===== config.mk =====
export PLATFORM = sky130hd
export DESIGN_NAME = spike_window_classifier
export DESIGN_NICKNAME = d
export VERILOG_FILES = /design/src/rtl/spike_window_classifier_pkg.sv /design/src/rtl/spike_window_classifier_sat_counter.sv /design/src/rtl/spike_window_classifier.sv
export SDC_FILE = /design/constraint.sdc
export NUM_CORES = 1
export LEC_CHECK = 0
export CAP_MARGIN = 20
export CORE_ASPECT_RATIO = 0.8
export CORE_MARGIN = 2
export CORE_UTILIZATION = 50
export DETAILED_ROUTE_END_ITERATION = 10
export PLACE_DENSITY = 0.7
export REMOVE_ABC_BUFFERS = 1
export SLEW_MARGIN = 20
export SYNTH_ARGS = -nofsm -noshare
export SYNTH_HDL_FRONTEND = slang
export SYNTH_HIERARCHICAL = 1
export SYNTH_SLANG_ARGS = --single-unit

===== constraint.sdc =====
create_clock -name clk_i -period 3.6 [get_ports clk_i]
set_input_delay 0.36 -clock clk_i [delete_from_list [all_inputs] [get_ports clk_i]]
set_output_delay 0.36 -clock clk_i [all_outputs]
set_load 0.02 [all_outputs]

===== src/rtl/spike_window_classifier_pkg.sv =====
// Shared types and constants for the spike window classifier.
package spike_window_classifier_pkg;

   typedef enum logic [1:0] {
      ST_IDLE  = 2'd0,
      ST_COUNT = 2'd1,
      ST_SCAN  = 2'd2,
      ST_DONE  = 2'd3
   } state_t;

   function automatic int clog2_f(input int val);
      int res;
      res = 0;
      for (int i = 0; i < 31; i++) begin
         if ((1 << i) < val) res = i + 1;
      end
      return res;
   endfunction

   localparam int DEF_NUM_CLASSES = 10;
   localparam int DEF_CLASS_W = (clog2_f(DEF_NUM_CLASSES) < 1) ? 1 : clog2_f(DEF_NUM_CLASSES);

endpackage


===== src/rtl/spike_window_classifier_sat_counter.sv =====
// Per-class spike counter: synchronous clear, increment enable, saturates at all-ones.
module spike_window_classifier_sat_counter
   import spike_window_classifier_pkg::*;
#(
   parameter int WIDTH_P = 8
) (
   input  logic               clk_i,
   input  logic               rst_ni,
   input  logic               clr_i,
   input  logic               inc_i,
   output logic [WIDTH_P-1:0] cnt_o
);

   logic [WIDTH_P-1:0] cnt_d, cnt_q;

   always_comb begin
      cnt_d = cnt_q;
      if (clr_i) begin
         cnt_d = '0;
      end else if (inc_i && (cnt_q != '1)) begin
         cnt_d = cnt_q + WIDTH_P'(1);
      end
   end

   always_ff @(posedge clk_i or negedge rst_ni) begin
      if (!rst_ni) cnt_q <= '0;
      else         cnt_q <= cnt_d;
   end

   assign cnt_o = cnt_q;

endmodule


===== src/rtl/spike_window_classifier.sv =====
// Counts output-layer spikes over a fixed window, then scans for the winning class.
//
// state    | meaning
// ---------+------------------------------------------------------------
// ST_IDLE  | waiting for start_i; spikes ignored
// ST_COUNT | accumulating spike_i into per-class counters, WINDOW_LEN edges
// ST_SCAN  | one class per edge, running argmax with tie flag
// ST_DONE  | result valid, held until ready_i
module spike_window_classifier
   import spike_window_classifier_pkg::*;
#(
   parameter int NUM_CLASSES = 10,
   parameter int WIDTH_P     = 8,
   parameter int WINDOW_LEN  = 64,
   parameter int CLASS_W     = DEF_CLASS_W
) (
   input  logic                   clk_i,
   input  logic                   rst_ni,
   input  logic                   start_i,
   input  logic [NUM_CLASSES-1:0] spike_i,
   input  logic                   ready_i,
   output logic                   busy_o,
   output logic                   valid_o,
   output logic [CLASS_W-1:0]     class_o,
   output logic [WIDTH_P-1:0]     max_count_o,
   output logic                   tie_o
);

   localparam int                 WIN_W    = $clog2(WINDOW_LEN + 1);
   localparam logic [WIN_W-1:0]   WIN_LOAD = WIN_W'(WINDOW_LEN - 1);
   localparam logic [CLASS_W-1:0] LAST_IDX = CLASS_W'(NUM_CLASSES - 1);

   state_t               state_d, state_q;
   logic [WIN_W-1:0]     win_d, win_q;
   logic [CLASS_W-1:0]   idx_d, idx_q;
   logic [WIDTH_P-1:0]   best_d, best_q;
   logic [CLASS_W-1:0]   cls_d, cls_q;
   logic                 tie_d, tie_q;
   logic [CLASS_W-1:0]   res_class_d, res_class_q;
   logic [WIDTH_P-1:0]   res_max_d, res_max_q;
   logic                 res_tie_d, res_tie_q;
   logic                 valid_d, valid_q;

   logic                   cnt_clr;
   logic [NUM_CLASSES-1:0] cnt_inc;
   logic [WIDTH_P-1:0]     cnt [NUM_CLASSES];
   logic [WIDTH_P-1:0]     cur_cnt;
   logic [WIDTH_P-1:0]     step_best;
   logic [CLASS_W-1:0]     step_cls;
   logic                   step_tie;

   for (genvar k = 0; k < NUM_CLASSES; k++) begin : g_cnt
      spike_window_classifier_sat_counter #(
         .WIDTH_P (WIDTH_P)
      ) u_cnt (
         .clk_i  (clk_i),
         .rst_ni (rst_ni),
         .clr_i  (cnt_clr),
         .inc_i  (cnt_inc[k]),
         .cnt_o  (cnt[k])
      );
   end

   always_comb begin
      cur_cnt = '0;
      for (int k = 0; k < NUM_CLASSES; k++) begin
         if (idx_q == CLASS_W'(k)) cur_cnt = cnt[k];
      end
   end

   // Strict greater-than keeps the lowest index on ties.
   always_comb begin
      step_best = best_q;
      step_cls  = cls_q;
      step_tie  = tie_q;
      if (idx_q == '0) begin
         step_best = cur_cnt;
         step_cls  = '0;
         step_tie  = 1'b0;
      end else if (cur_cnt > best_q) begin
         step_best = cur_cnt;
         step_cls  = idx_q;
         step_tie  = 1'b0;
      end else if (cur_cnt == best_q) begin
         step_tie  = 1'b1;
      end
   end

   always_comb begin
      state_d     = state_q;
      win_d       = win_q;
      idx_d       = idx_q;
      best_d      = best_q;
      cls_d       = cls_q;
      tie_d       = tie_q;
      res_class_d = res_class_q;
      res_max_d   = res_max_q;
      res_tie_d   = res_tie_q;
      valid_d     = valid_q;
      cnt_clr     = 1'b0;
      cnt_inc     = '0;
      case (state_q)
         ST_IDLE: begin
            if (start_i) begin
               state_d = ST_COUNT;
               cnt_clr = 1'b1;
               win_d   = WIN_LOAD;
            end
         end
         ST_COUNT: begin
            cnt_inc = spike_i;
            if (win_q == '0) begin
               state_d = ST_SCAN;
               idx_d   = '0;
            end else begin
               win_d = win_q - WIN_W'(1);
            end
         end
         ST_SCAN: begin
            best_d = step_best;
            cls_d  = step_cls;
            tie_d  = step_tie;
            if (idx_q == LAST_IDX) begin
               state_d     = ST_DONE;
               valid_d     = 1'b1;
               res_class_d = step_cls;
               res_max_d   = step_best;
               res_tie_d   = step_tie;
            end else begin
               idx_d = idx_q + CLASS_W'(1);
            end
         end
         ST_DONE: begin
            if (ready_i) begin
               state_d = ST_IDLE;
               valid_d = 1'b0;
            end
         end
         default: state_d = ST_IDLE;
      endcase
   end

   always_ff @(posedge clk_i or negedge rst_ni) begin
      if (!rst_ni) begin
         state_q     <= ST_IDLE;
         win_q       <= '0;
         idx_q       <= '0;
         best_q      <= '0;
         cls_q       <= '0;
         tie_q       <= 1'b0;
         res_class_q <= '0;
         res_max_q   <= '0;
         res_tie_q   <= 1'b0;
         valid_q     <= 1'b0;
      end else begin
         state_q     <= state_d;
         win_q       <= win_d;
         idx_q       <= idx_d;
         best_q      <= best_d;
         cls_q       <= cls_d;
         tie_q       <= tie_d;
         res_class_q <= res_class_d;
         res_max_q   <= res_max_d;
         res_tie_q   <= res_tie_d;
         valid_q     <= valid_d;
      end
   end

   assign busy_o      = (state_q == ST_COUNT) || (state_q == ST_SCAN);
   assign valid_o     = valid_q;
   assign class_o     = res_class_q;
   assign max_count_o = res_max_q;
   assign tie_o       = res_tie_q;

endmodule

==> results <==
- The run finished with clean final reports.
- The floorplan step defined a core boundary enclosing between 15,000 and 20,000 um^2.
- The clock passes through at most 2 buffers.
- Of the available clock period, the critical path in the final layout requires 0.9439.
- The pre-antenna-repair detailed-routing pass consisted of 7 iterations.
- The H-tree depth reported by CTS is 4.
- From left edge to right edge, the die measures 145 um.
- The count of input and output buffers is 28.
- The initial utilization of the core area, before any placement, comes to 0.5083.
- In the global route stage, met1 resource usage came out at 0.3660.
- The cell count after synthesis is ~900.
- The area of the die is 16,940 um^2.
- The area growth from synthesis to layout is 14.90%.
- Data on the critical path is required at its endpoint by 3.90 ns.
- The share of synthesized area in the top cell type comes to 0.3776.
- Of the cells placed in the final design, the portion with a size suffix greater than 1 is 0.1521.
- The maximum clock rate is 0.2943 GHz.
- The share of the Yosys chip area taken by registers is 0.3776.
- The stage delay of the slowest cell on the critical path is about 0.4 ns.
- The most common cell in the synthesized netlist is dfrtp_1.
- For this design, the sink count on the clock tree is 120.
- The top flip-flop cell by instance count after synthesis is dfrtp_1.
- The power density over cell area is 798.7 nW/um^2.
- Setup violations remaining at the end of the flow were counted as 0.
- After clock tree synthesis, the clock-pin slew on the worst setup and hold paths is 0.06 ns.
- The final layout contains routed wiring with a total length of 20,300 um.
- The final-layout worst hold slack is between 0.4 and 0.5 ns.
- The share of synthesized flip-flops with an asynchronous set or reset is 1.000.
- The net total in the final layout is 958.
- The library cell occupying the most area in the post-synthesis netlist is dfrtp_1.
- The category of the most critical setup path is flip-flop to flip-flop.
- The congestion estimate from routability-driven global placement came to 0.9715.
- 29 I/O pins were placed.
- The master cell of the clock root buffer is clkbuf_16.
- Ranked by total cell area, the synthesized netlist is headed by dfrtp_1 (38%), ha_1 (4.6%), a21oi_1 (4.3%).
- The post-synthesis instance area is between 7000 and 8000 um^2.
- The max-slew violation count is 0.
- The reg-to-reg endpoint is best_q[2].
- The distinct cell type count after synthesis is 62.
- The Yosys warning count is 6.
- The worst setup path is captured at a flip-flop.
- The later pin in the worst-skew pair is clocked with a latency of 0.42 ns.
- In this run the critical register-to-register path is launched from idx_q[0].
- The clock arrives with 0.009472 ns of skew.
- The die is 116.8 um tall.
- STA classifies the critical path startpoint as a flip-flop.
- The cell with the biggest individual delay on the critical path is a221o_1.
- The number of global-route vias before repair is 6,279.
- The met2 track demand over resource in global routing is 0.3692.
- The floorplan row count is between 40 and 50.
- The CTS buffer count is 17.
- The first global-routing pass estimated 33,400 um of wire.
- The ratio of routed vias to standard cells is 6.055.
- In this run the worst hold path is classified as input pin to asynchronous set/reset pin.
- The average detailed-routed wire length per instance is 17.78 um.
- The post-detailed-route count of antenna-violating nets is 0.
- The violation count after the first detailed-routing iteration is 623.
- The mean area per synthesized cell is 8.966 um^2.
- The transition time at the pin with the least slew margin is 0.8273 ns.
- The number of synthesized flops with an enable pin is 0.
- The remaining global-route overflow is 0.
- The synthesized flop and latch total is 120.
- The tool flagged a number of max-cap violations equal to 0.
- For the finished layout, the period the worst path requires is 3.398 ns.
- The commonest cells after synthesis are dfrtp_1 (120), a21oi_1 (68), nand2_1 (52).
- The number of inserted diodes is 0.
- IR analysis of the VDD net gives a maximum drop of 0.3794 mV.
- The estimated wirelength of the detail-placed design is 14,310 um.
- For this run, global-route usage on met3 was measured as 0.05271.
- The number of antenna violations at the first check in global routing is 0.
- The data arrival time of the critical path is ~3.7 ns.
- The routed layout has 6,915 vias.
- In the routed design, unresolved DRC markers number 0.
- The critical path goes through inv_1 > ha_1 > buf_4 > and3b_1 > a221o_1 > a211oi_2 > nor3_2 > ha_1 > nand4_1 > o21bai_1 > a31oi_1 > o21ai_1 > buf_4 > mux2_1.
- The largest net degree at the start of global routing is 91.
- The final sum of negative setup slack is 0 ns.
- Across every metal layer, demand over resource in global routing totals 0.2485.
- The count of final hold-check violations is 0.
- For the worst flop-to-flop path, the logic depth is 14.
- The worst-case register-to-register setup slack is 0.20 ns.
- TritonCTS built the clock tree.
- The maximum fanout along the worst path is 13.
- The static leakage power is 3.720 nW.
- met2 is the most crowded layer.
- The worst pin sits at a relative slew slack of 0.4485.
==> how the worst max path moves through the flow <==
| stage | slack [ns] | from | endpoint |
|---|---|---|---|
| after floorplan | -0.27 | idx_q[1] | best_q[0] |
| after global placement | 0.1 | idx_q[0] | best_q[3] |
| after detailed placement | 0.11 | idx_q[0] | best_q[5] |
| after CTS | 0.07 | idx_q[0] | best_q[5] |
| after global routing | -0.02 | idx_q[0] | best_q[5] |
| final | 0.20 | idx_q[0] | best_q[2] |
==> cell usage in the layout, fill, tap and decap left out, types with 9 or more instances in the layout <==
cell type	Yosys	final
nor3_1	42	42
nand2b_1	35	35
mux2i_1	12	12
and4_1	10	10
nor3b_1	11	10
and4_2	10	10
nand3_2	10	10
a31oi_1	22	22
buf_4	1	27
nand2_1	52	52
nand4_1	12	12
and3_1	12	12
dfrtp_1	120	119
clkbuf_16	0	17
a2111oi_0	10	10
and2_1	14	13
a21oi_1	68	66
a41oi_1	10	10
or3_1	11	11
a211oi_1	17	16
a21boi_1	10	10
nor2_1	45	45
o21ai_0	35	35
nor2b_1	42	42
inv_1	46	46
nand3b_1	9	9
nand3_1	32	32
clkdlybuf4s50_1	0	27
ha_1	29	28
mux2_2	28	28
nor4_1	10	10
==> power breakdown <==
part | switching (mW) | internal (mW)
logic | 1.91 | 1.46
registers | 0.519 | 1.72
clock network | 0.612 | 1.08
total | 3.04 | 4.26
==> routing by layer <==
metal / wire, um / vias up
li1: - / 3337
met1: 9965 / 3361
met2: 8789 / 198
met3: 1290 / 19
met4: 255 / 0
met5: 0 / -
==> layout make-up <==
cell class	instances	area, um^2
clock buffers	23	488.0
clock inverters	8	95.09
fillers	1375	6509
inverters	46	172.7
multi-input cells	672	4574
flip-flops and latches	120	3004
well taps	215	269.0
repair buffers	58	534.3
==> worst max-delay path, delay by kind of cell (launching register included) <==
kind,cells,cell delay (ns)
adder cells (fa/ha/maj),2,0.51
multiplexers,1,0.30
AO/OA/AOI/OAI,5,1.14
buffers and inverters,3,0.48
flip-flops,1,0.38
AND/OR/NAND/NOR,3,0.47
==> kinds of logic after synthesis <==
| logic type | count (synthesis) | share of synthesized area |
|---|---|---|
| flip-flops | 120 | 0.3776 |
| multiplexers | 41 | 0.05617 |
| AO/OA/AOI/OAI | 226 | 0.1943 |
| AND/OR/NAND/NOR | 373 | 0.2720 |
| adder cells (fa/ha/maj) | 29 | 0.04563 |
| buffers and inverters | 95 | 0.05098 |
| XOR/XNOR | 3 | 0.003305 |
==> repair_timing <==
action / CTS / global route
hold buffers: 1 / 0
resized for setup: 0 / 9
hold endpoints to repair: 30 / 0
buffers inserted: 0 / 3
endpoints found under the setup margin: 0 / 18
==> through the flow <==
stage / utilization / power, mW / std cells / area (um^2) / setup slack [ns]
3_3_place_gp: 0.5426 / 5.451 / 1107 / 8489 / 0.09631
2_1_floorplan: - / 4.323 / 838 / 7720 / -0.2749
5_1_grt: 0.5840 / 7.800 / 1142 / 9138 / -0.01550
6_report: 0.5840 / 7.298 / 1142 / 9138 / 0.2020
4_1_cts: 0.5805 / 7.237 / 1139 / 9082 / 0.06854
3_5_place_dp: 0.5426 / 5.513 / 1107 / 8489 / 0.1122
==> flip-flops by register name, summed over array words and instances, names as in the netlist <==
name	cells
best_q	8
tie_q	1
valid_o	1
max_count_o	8
win_q	7
g_cnt.u_cnt/cnt_o	80
idx_q	4
cls_q	4
class_o	4
tie_o	1
state_q	2
Power figures use the tool's default switching activity.
